==> src/rtl/xor_accum16_if.sv <==
// Handshake bundle for xor_accum16: start/seed/len command, input word stream and result port.
// The master side drives commands, input words and out_ready; the slave side is the accumulator.
interface xor_accum16_if #(
  parameter int unsigned LEN_W = 8
);
  logic             start;
  logic [15:0]      seed16;
  logic [LEN_W-1:0] len;
  logic             in_valid;
  logic [15:0]      in16;
  logic             in_ready;
  logic             out_valid;
  logic [15:0]      out16;
  logic             out_ready;
  logic             busy;

  modport master (
    output start, seed16, len, in_valid, in16, out_ready,
    input  in_ready, out_valid, out16, busy
  );

  modport slave (
    input  start, seed16, len, in_valid, in16, out_ready,
    output in_ready, out_valid, out16, busy
  );
endinterface

==> src/rtl/xor_accum16.sv <==
// Sequential 16-bit XOR checksum accumulator with valid/ready input and output ports.
// Define XORACC_ROTATE_EN to rotate the accumulator left by one before each XOR.
module xor_accum16 #(
  parameter int unsigned LEN_W = 8
) (
  input  logic          clk,
  input  logic          rst,
  xor_accum16_if.slave  bus
);

  typedef enum logic [1:0] {StIdle, StAccum, StDone} state_e;

  state_e           state_q, state_d;
  logic [15:0]      acc_q, acc_d;
  logic [LEN_W-1:0] cnt_q, cnt_d;
  logic [15:0]      acc_fb;
  logic             beat;

`ifdef XORACC_ROTATE_EN
  assign acc_fb = {acc_q[14:0], acc_q[15]};
`else
  assign acc_fb = acc_q;
`endif

  assign beat = (state_q == StAccum) && bus.in_valid;

  always_comb begin
    state_d = state_q;
    acc_d   = acc_q;
    cnt_d   = cnt_q;
    unique case (state_q)
      StIdle: begin
        if (bus.start) begin
          acc_d   = bus.seed16;
          cnt_d   = bus.len;
          state_d = (bus.len == '0) ? StDone : StAccum;
        end
      end
      StAccum: begin
        // cnt_q is always >= 1 here, so the decrement never wraps
        if (beat) begin
          acc_d = acc_fb ^ bus.in16;
          cnt_d = cnt_q - {{(LEN_W-1){1'b0}}, 1'b1};
          if (cnt_q == {{(LEN_W-1){1'b0}}, 1'b1}) begin
            state_d = StDone;
          end
        end
      end
      StDone: begin
        if (bus.out_ready) begin
          state_d = StIdle;
        end
      end
      default: state_d = StIdle;
    endcase
  end

  always_ff @(posedge clk) begin
    if (rst) begin
      state_q <= StIdle;
      acc_q   <= 16'h0000;
      cnt_q   <= '0;
    end else begin
      state_q <= state_d;
      acc_q   <= acc_d;
      cnt_q   <= cnt_d;
    end
  end

  // Handshake outputs decode state only; no combinational path from in_valid/out_ready
  assign bus.in_ready  = (state_q == StAccum);
  assign bus.out_valid = (state_q == StDone);
  assign bus.busy      = (state_q != StIdle);
  assign bus.out16     = acc_q;

endmodule

==> src/flat_wrapper.sv <==
// flat-port wrapper written by rule: the top's interface ports become plain ports
module xor_accum16_flat 
#(
  parameter int unsigned LEN_W = 8
)
  (clk, rst, bus_start, bus_seed16, bus_len, bus_in_valid, bus_in16, bus_out_ready, bus_in_ready, bus_out_valid, bus_out16, bus_busy);
  xor_accum16_if #(.LEN_W(LEN_W)) bus_i ();
  input  logic clk;
  input  logic rst;
  input wire logic [$bits(bus_i.start)-1:0] bus_start;
  input wire logic [$bits(bus_i.seed16)-1:0] bus_seed16;
  input wire logic [$bits(bus_i.len)-1:0] bus_len;
  input wire logic [$bits(bus_i.in_valid)-1:0] bus_in_valid;
  input wire logic [$bits(bus_i.in16)-1:0] bus_in16;
  input wire logic [$bits(bus_i.out_ready)-1:0] bus_out_ready;
  output wire logic [$bits(bus_i.in_ready)-1:0] bus_in_ready;
  output wire logic [$bits(bus_i.out_valid)-1:0] bus_out_valid;
  output wire logic [$bits(bus_i.out16)-1:0] bus_out16;
  output wire logic [$bits(bus_i.busy)-1:0] bus_busy;
  assign bus_i.start = bus_start;
  assign bus_i.seed16 = bus_seed16;
  assign bus_i.len = bus_len;
  assign bus_i.in_valid = bus_in_valid;
  assign bus_i.in16 = bus_in16;
  assign bus_i.out_ready = bus_out_ready;
  assign bus_in_ready = bus_i.in_ready;
  assign bus_out_valid = bus_i.out_valid;
  assign bus_out16 = bus_i.out16;
  assign bus_busy = bus_i.busy;
  xor_accum16 #(.LEN_W(LEN_W)) u_core (.clk(clk), .rst(rst), .bus(bus_i));
endmodule
==> config.mk <==
export PLATFORM = sky130hd
export DESIGN_NAME = xor_accum16_flat
export DESIGN_NICKNAME = d
export VERILOG_FILES = /design/src/rtl/xor_accum16_if.sv /design/src/rtl/xor_accum16.sv /design/src/flat_wrapper.sv
export SDC_FILE = /design/constraint.sdc
export NUM_CORES = 1
export LEC_CHECK = 0
export ABC_AREA = 1
export CORE_MARGIN = 5
export CORE_UTILIZATION = 30
export CTS_BUF_LIST = sky130_fd_sc_hd__clkbuf_4 sky130_fd_sc_hd__clkbuf_8
export CTS_CLUSTER_SIZE = 30
export DETAILED_ROUTE_END_ITERATION = 6
export PLACE_DENSITY = 0.65
export SLEW_MARGIN = 5
export SYNTH_ARGS = -nofsm -noshare
export SYNTH_HDL_FRONTEND = slang
export SYNTH_SLANG_ARGS = --single-unit
==> constraint.sdc <==
create_clock -name clk -period 1.5 [get_ports clk]
set_input_delay 0.15 -clock clk [delete_from_list [all_inputs] [get_ports clk]]
set_output_delay 0.15 -clock clk [all_outputs]
set_load 0.05 [all_outputs]
==> Yosys cells after proc, flatten, opt, wreduce, memory -nomap -nowiden <==
Index checks and enable logic that the tools add are counted.
{ "classes": {"reduce_logical": 7, "eq_ne": 7, "muxes": 12, "add_sub_neg": 1, "bitwise_logic": 1} }
{ "op_table": {"columns": ["cell", "n"], "rows": [
  ["$mux W16", 2],
  ["$pmux W16 S2", 1],
  ["$mux W8", 2],
  ["$pmux W8 S2", 1],
  ["$xor A16 B16 Y16", 1],
  ["$mux W2", 5],
  ["$eq A8 B1 Y1 const B", 1],
  ["$logic_not A8 Y1", 1],
  ["$sub A8 B1 Y8 const B", 1],
  ["$pmux W2 S3", 1],
  ["$ne A2 B1 Y1 const B", 2],
  ["$ne A2 B2 Y1 const B", 2],
  ["$reduce_and A4 Y1", 1],
  ["$reduce_bool A2 Y1", 2],
  ["$reduce_and A3 Y1", 1],
  ["$eq A2 B1 Y1 const B", 1],
  ["$eq A2 B2 Y1 const B", 1],
  ["$logic_not A2 Y1", 1],
  ["$logic_and A1 B1 Y1", 1]
]} }
{ "totals": {"output_inout_bits": 19, "register_bits": 26} }

==> Depth between registers and ports, before layout <==
Gate-level depths: netlist of the first run.
{ "logic_depth": {"ltp_word": 4, "depth_mapped": 9, "ltp_nobuf": 8} }

==> Worst setup path after synthesis of the first run <==
Ideal clock, no wire load.
{ "synth_timing": {"kind": "register to register", "startpoint": "register u_core.state_q[1]", "endpoint": "register u_core.state_q[0]", "arrival_time_ns": 1.531, "slack_ns": -0.141, "required_time_ns": 1.390, "stages_incl_launch_ff": 8, "synth_period_minus_slack_ns": 1.641, "path_cell_list": "dfxtp_1 -> inv_2 -> nor2_1 -> nand2_1 -> nand3_1 -> nand2_1 -> inv_1 -> nor2_1"} }
{ "synth_rtl": {"columns": ["element", "line", "rtl"], "rows": [
  ["from (decl)", "xor_accum16.sv:13", "state_e state_q, state_d;"],
  ["from (signal assigned)", "xor_accum16.sv:60", "state_q <= StIdle;"],
  ["from (signal assigned)", "xor_accum16.sv:64", "state_q <= state_d;"],
  ["$eq A2 B2 Y1 (*)", null, null],
  ["net bus_out_valid", "flat_wrapper.sv:17", "output wire logic [$bits(bus_i.out_valid)-1:0] bus_out_valid;"],
  ["$ne A2 B2 Y1 (no source line)", null, null],
  ["$reduce_and A4 Y1 (no source line)", null, null]
]} }
The timed path passes the listed nets; every way through them passes the cells marked *.
A chain may end at the register's enable or synchronous reset.

==> Worst setup path in the final report of the first run <==
{ "layout_timing": {"startpoint": "register u_core.state_q[0]", "endpoint": "output port bus_in_ready"} }
{ "layout_via": {"elab_chain_len": 1} }
{ "layout_rtl": {"columns": ["element", "line", "rtl"], "rows": [
  ["$eq A2 B1 Y1", "xor_accum16.sv:71", "assign bus.in_ready = (state_q == StAccum);"],
  ["to (decl)", "flat_wrapper.sv:16", "output wire logic [$bits(bus_i.in_ready)-1:0] bus_in_ready;"]
]} }
Every way passes these cells.

==> results of run 1 <==
-- flip-flops by register name (all words and copies together) (netlist names) --
signal,cells
u_core.state_q,2
u_core.bus.out16,16
u_core.cnt_q,8
-- worst max-delay path, cell delays in order, from the launching register on --
cell     delay [ns]
dfxtp_2        0.45
nand2_2        0.12
inv_2          0.16
buf_12         0.16
-- Yosys cell counts, drive strengths merged --
library cell,count
nand2,29
o21ai,28
dfxtp,26
a21oi,25
nor2,21
inv,19
xor2,18
mux2i,17
nand3,9
buf,7
clkbuf,2
ha,2
nand4,2
o211ai,1
-- cell type report --
class	instances	area [um2]
inverter	19	78.8
clock buffer	3	41.3
timing repair buffer	69	678
fill	553	2860
sequential	26	522
tap	70	87.6
multi-input combinational	152	938
-- power by group through the flow --
stage                     combinational, mW  clock, mW  sequential [mW]
after floorplan                        2.02          0             2.06
after global placement                 3.53          0             1.40
after detailed placement               3.58          0             1.40
after CTS                              3.59      0.403             1.39
after global routing                   3.88      0.430             1.45
final                                  3.56      0.377             1.40
-- per-layer routing --
layer	GRT usage, %	vias up
met3	3.06	2
met4	1.61	0
met1	13.5	686
met5	0	-
li1	-	807
met2	19.2	57
-- worst max path at each step --
stage / from / endpoint / slack, ns
2_1_floorplan: u_core.state_q[1]$_SDFFE_PP0P_ / u_core.state_q[0]$_SDFFE_PP0P_ / 0.13
3_3_place_gp: bus_start / u_core.cnt_q[3]$_SDFFE_PP0P_ / 0.08
3_5_place_dp: bus_start / u_core.bus.out16[3]$_SDFFE_PP0P_ / 0.05
4_1_cts: u_core.state_q[0]$_SDFFE_PP0P_ / bus_in_ready / 0.03
5_1_grt: u_core.state_q[0]$_SDFFE_PP0P_ / u_core.bus.out16[4]$_SDFFE_PP0P_ / 0.09
6_report: u_core.state_q[0]$_SDFFE_PP0P_ / bus_in_ready / 0.20
-- through the flow --
stage          worst slack, ns  util (%)  cells  hold WS, ns  cell area [um2]
2_1_floorplan            0.129         -    206        0.219             1630
3_3_place_gp            0.0777      44.3    336        0.472             2300
3_5_place_dp            0.0518      44.3    336        0.481             2300
4_1_cts                 0.0301      45.0    339        0.495             2340
5_1_grt                 0.0881      45.1    339        0.522             2350
6_report                 0.195      45.1    339        0.489             2350
-- layout by cell type, fill, tap and decap left out --
cell,instances
a21oi_1,24
a21oi_2,1
buf_12,4
buf_4,21
clkbuf_8,3
clkdlybuf4s50_1,44
dfxtp_1,25
dfxtp_2,1
ha_1,2
inv_1,15
inv_2,2
inv_4,1
inv_6,1
mux2i_1,17
nand2_1,27
nand2_2,1
nand2_4,1
nand3_1,9
nand4_1,2
nor2_1,19
nor2_2,1
nor2_4,1
o211ai_4,1
o21ai_0,14
o21ai_1,6
o21ai_2,8
xor2_1,18
-- kinds of logic after synthesis --
logic type / count (synthesis) / share of synthesized area [%]
AND/OR/NAND/NOR: 61 / 16.1
multiplexers: 17 / 10.4
AO/OA/AOI/OAI: 54 / 19.7
buffers and inverters: 28 / 10.6
XOR/XNOR: 18 / 9.68
adder cells (fa/ha/maj): 2 / 1.54
flip-flops: 26 / 32.0
==> flow_summary.json, run 1 <==
{
  "numCtsBuffers": 3,
  "route.detailed.drc": 0,
  "p_sw_mw": 2.77,
  "hp-class": "reg -> reg",
  "p_total_mw": 5.34,
  "internal-power_mw": 2.57,
  "rsz0062_at_grt": "no",
  "dr_wl_met2_um": 1790,
  "seq_area_frac_synth_pct": 32.0,
  "path_max_fanout": 7,
  "post_drt_wl_per_cell_um": 11.5,
  "reg2regPathDepth": 5,
  "htreeDepth": 1,
  "synth.area.top_cells": "dfxtp_1, mux2i_1, xor2_1",
  "hpwl_um": 3100,
  "nets": 318,
  "grt_first_pass_wirelength_um": 6630,
  "start_util_pct": 31.3,
  "critPathArrivalTime_ns": 1.15,
  "vias": 1552,
  "path_clk_slew_ns": 0.08,
  "finalHoldViolations": 0,
  "clock_path_buffers": 2,
  "yosys_warnings": 0,
  "power_switching_share_pct": 51.9,
  "postCtsSetupRepairBufs": 0,
  "finalMaxSlewViolations": 0,
  "finClkSkew_ns": 0.00289,
  "hold_path_depth": 2,
  "clkSinkCount": 26,
  "cts_tree": "yes",
  "globalplace.congestion": 0.837,
  "hold_buffers": 0,
  "status": "finished clean",
  "ant_nets": 0,
  "hold_path_startpoint": "u_core.cnt_q[4]$_SDFFE_PP0P_",
  "fp.coreArea_mm2": 0.00520,
  "diodes": 0,
  "wl_met3_um": 279,
  "start_kind": "flip-flop",
  "post-synth-top-area-fraction_pct": 32.0,
  "dieArea_mm2": 0.00700,
  "pwr_density_cell_mw_per_mm2": 2270,
  "reg2reg_to": "u_core.bus.out16[5]$_SDFFE_PP0P_",
  "crit_type": "reg -> out",
  "first_global_vias": 1497,
  "wirelength_um": 3890,
  "setup_viol": 0,
  "end_kind": "output pin",
  "drt-initial-drc-count": 151,
  "max_cap_viol_count": 0,
  "fp.dieH_um": 83.7,
  "postSynthCellCount": 206,
  "netlist.top_cell.by_area": "dfxtp_1",
  "pwr-share-comb_pct": 66.8,
  "regToRegSetupSlack_ns": 0.20,
  "port_buffers": 63,
  "root_buffer": "clkbuf_8",
  "fin_crit_ns": 1.30,
  "syn-cell-area_mm2": 0.00163,
  "synth_seq_cells": 26,
  "rows": 26,
  "regToRegStartpoint": "u_core.state_q[0]$_SDFFE_PP0P_",
  "p_leak_nw": 1.09,
  "clkLatencyLatePin_ns": 0.26,
  "grt_max_degree": 37,
  "min_to": "u_core.cnt_q[4]$_SDFFE_PP0P_",
  "syn_nets": 253,
  "grt.overflow.total": 0,
  "io_pins": 64,
  "vdd_ir_drop_max_mv": 1.34,
  "relSlewSlack_pct": 76.6,
  "vias_per_cell": 4.58,
  "syn_avg_cell_area_um2": 7.91,
  "tightest_slew_ns": 0.352,
  "cts_resized": 0,
  "area_growth_pct": 44.0,
  "pwr-share-seq_pct": 26.1,
  "antenna_found_initial": 0,
  "finalSetupTns_ns": 0,
  "min_period_over_period_pct": 87.0,
  "top_layer": "met4",
  "synthDistinctLibCells": 26,
  "drive_gt1_share_pct": 17.5,
  "first_pass_iters": 6,
  "max_clock_freq_ghz": 0.767,
  "required_ns": 1.35,
  "grtUsageTotal_pct": 10.9,
  "met1Wirelength_um": 1810,
  "pwr-share-clk_pct": 7.1,
  "fp.dieW_um": 83.7
}
(Power assumes the default switching activity.)
==> inputs of run 2 (changes only) <==
--- a/config.mk
+++ b/config.mk
@@ -6,12 +6,15 @@
 export NUM_CORES = 1
 export LEC_CHECK = 0
 export ABC_AREA = 1
+export CELL_PAD_IN_SITES_DETAIL_PLACEMENT = 1
+export CELL_PAD_IN_SITES_GLOBAL_PLACEMENT = 2
 export CORE_MARGIN = 5
-export CORE_UTILIZATION = 30
+export CORE_UTILIZATION = 24
 export CTS_BUF_LIST = sky130_fd_sc_hd__clkbuf_4 sky130_fd_sc_hd__clkbuf_8
 export CTS_CLUSTER_SIZE = 30
 export DETAILED_ROUTE_END_ITERATION = 6
-export PLACE_DENSITY = 0.65
+export HOLD_SLACK_MARGIN = 0.03
+export PLACE_DENSITY = 0.87
 export SLEW_MARGIN = 5
 export SYNTH_ARGS = -nofsm -noshare
 export SYNTH_HDL_FRONTEND = slang
==> run 2 against run 1 <==
Effect of this change:
- register-to-register slack got worse by 0.04 ns
- clock power is 22% higher
- fmax down 6.1%
- die area up 22%
- largest cell class unchanged
- highest routed layer unchanged
==> flow_summary.json, run 2 (synthesis gave the netlist of run 1 again) <==
{
  "status": "finished clean",
  "setup_ws_ns": 0.110,
  "vias_per_cell": 4.50,
  "first_pass_iters": 4,
  "clock_path_buffers": 2,
  "rows": 30,
  "post_drt_wl_per_cell_um": 12.6,
  "vias": 1585,
  "dieArea_mm2": 0.00853,
  "setup_viol": 0,
  "root_buffer": "clkbuf_8",
  "hpwl_um": 3560,
  "tightest_slew_ns": 0.262,
  "hp-class": "reg -> reg",
  "pwr_density_cell_mw_per_mm2": 2300,
  "route.detailed.drc": 0,
  "final_cell_mix": "clkdlybuf4s50_1, nand2_1, a21oi_1, dfxtp_1, buf_4",
  "relSlewSlack_pct": 82.6,
  "crit_type": "reg -> out",
  "clkSinkCount": 26,
  "fin_crit_ns": 1.39,
  "path_clk_slew_ns": 0.10,
  "numCtsBuffers": 3,
  "fp.dieW_um": 92.4,
  "grt_first_pass_wirelength_um": 7730,
  "clkLatencyLatePin_ns": 0.27,
  "required_ns": 1.35,
  "grt.overflow.total": 0,
  "grt_max_degree": 37,
  "fill_cells": 818,
  "largest_reg_flops": 16,
  "finClkSkew_ns": 0.00715,
  "rsz0062_at_grt": "no",
  "regArea_um2": 523,
  "globalplace.congestion": 0.773,
  "cts_tree": "yes",
  "vdd_ir_drop_max_mv": 0.971,
  "grtUsageTotal_pct": 10.9,
  "nets": 320,
  "diodes": 0,
  "area_growth_pct": 47.8,
  "ant_nets": 0,
  "fp.coreArea_mm2": 0.00668,
  "io_pins": 64,
  "end_kind": "output pin",
  "antenna_found_initial": 0,
  "multiInputGateArea_um2": 943,
  "placedCellCount": 348,
  "placed_cell_area_mm2": 0.00234,
  "post-place-ws_ns": 0.0448,
  "final_common_cell": "clkdlybuf4s50_1",
  "finalMaxSlewViolations": 0,
  "port_buffers": 63,
  "max_cap_viol_count": 0,
  "min_period_over_period_pct": 92.7,
  "finalHoldViolations": 0,
  "fin_cells": 352,
  "drive_gt1_share_pct": 18.8,
  "path_max_fanout": 8,
  "fp.dieH_um": 92.4,
  "critPathArrivalTime_ns": 1.24,
  "fin_area_mm2": 0.00241,
  "p_leak_nw": 1.12,
  "start_util_pct": 24.4,
  "max_clock_freq_ghz": 0.719,
  "start_kind": "flip-flop",
  "wirelength_um": 4420,
  "drt-initial-drc-count": 25,
  "final_util_pct": 36.0,
  "htreeDepth": 1,
  "first_global_vias": 1711,
  "finalSetupTns_ns": 0
}
-- run 2: changes by cell type in the layout (fill, tap and decap cells not counted) --
cell	change
dfxtp_1	-1
nand2_2	-1
inv_6	+1
inv_4	-1
clkbuf_8	+1
buf_12	+1
buf_4	+1
dfxtp_2	+1
nand2_4	+1
-- run 2: metal layers --
| metal | track usage [%] | share of wire [%] |
|---|---|---|
| met1 | 13.6 | 45 |
| met2 | 19.2 | 49 |
| met3 | 2.27 | 5.1 |
| met4 | 2.23 | 0.43 |
| met5 | 0 | 0 |
-- run 2: area by class of cell --
type,count,area share (%)
Sequential cell,26,21.7
Timing Repair Buffer,71,29.3
Tap cell,80,4.16
Multi-Input combinational cell,152,39.2
Inverter,19,3.38
Clock buffer,4,2.29
-- run 2: worst max-delay path, stage by stage, from the launching register on --
cell     delay (ns)
dfxtp_2        0.35
inv_2          0.13
nand2_4        0.11
inv_2          0.11
buf_4          0.15
buf_12         0.13
-- run 2: stage by stage --
step                      hold WS (ns)  power (mW)
final                            0.495        5.53
after floorplan                  0.219        4.08
after CTS                        0.501        5.61
after global placement           0.473        5.01
after detailed placement         0.486        5.10
after global routing             0.522        5.99
-- run 2: timing repair --
action	CTS	global route
buffers inserted	0	0
endpoints found under the setup margin	1	7
resized for setup	1	3
pin swaps	0	0
hold buffers	0	0
-- run 2: worst paths after layout --
| check | startpoint | to | slack (ns) | cells past startpoint |
|---|---|---|---|---|
| worst max-delay path | u_core.state_q[1]$_SDFFE_PP0P_ | bus_in_ready | 0.11 | 5 |
| worst min-delay path | u_core.cnt_q[4]$_SDFFE_PP0P_ | u_core.cnt_q[4]$_SDFFE_PP0P_ | 0.50 | 2 |
| worst max register to register | u_core.state_q[0]$_SDFFE_PP0P_ | u_core.cnt_q[1]$_SDFFE_PP0P_ | 0.16 | 7 |
| worst min register to register | u_core.cnt_q[4]$_SDFFE_PP0P_ | u_core.cnt_q[4]$_SDFFE_PP0P_ | 0.50 | 2 |
-- run 2: where the power goes --
part	internal [mW]	leakage, nW	switching (mW)
clock	0.235	0.0288	0.225
sequential	1.04	0.217	0.338
combinational	1.40	0.871	2.29
total	2.68	1.12	2.86
==> inputs of run 3 (changes only) <==
--- a/config.mk
+++ b/config.mk
@@ -6,6 +6,7 @@
 export NUM_CORES = 1
 export LEC_CHECK = 0
 export ABC_AREA = 1
+export CAP_MARGIN = 20
 export CELL_PAD_IN_SITES_DETAIL_PLACEMENT = 1
 export CELL_PAD_IN_SITES_GLOBAL_PLACEMENT = 2
 export CORE_MARGIN = 5
==> results of run 3 <==
Same layout as run 2: the final DEF is identical, and so are final timing and power.
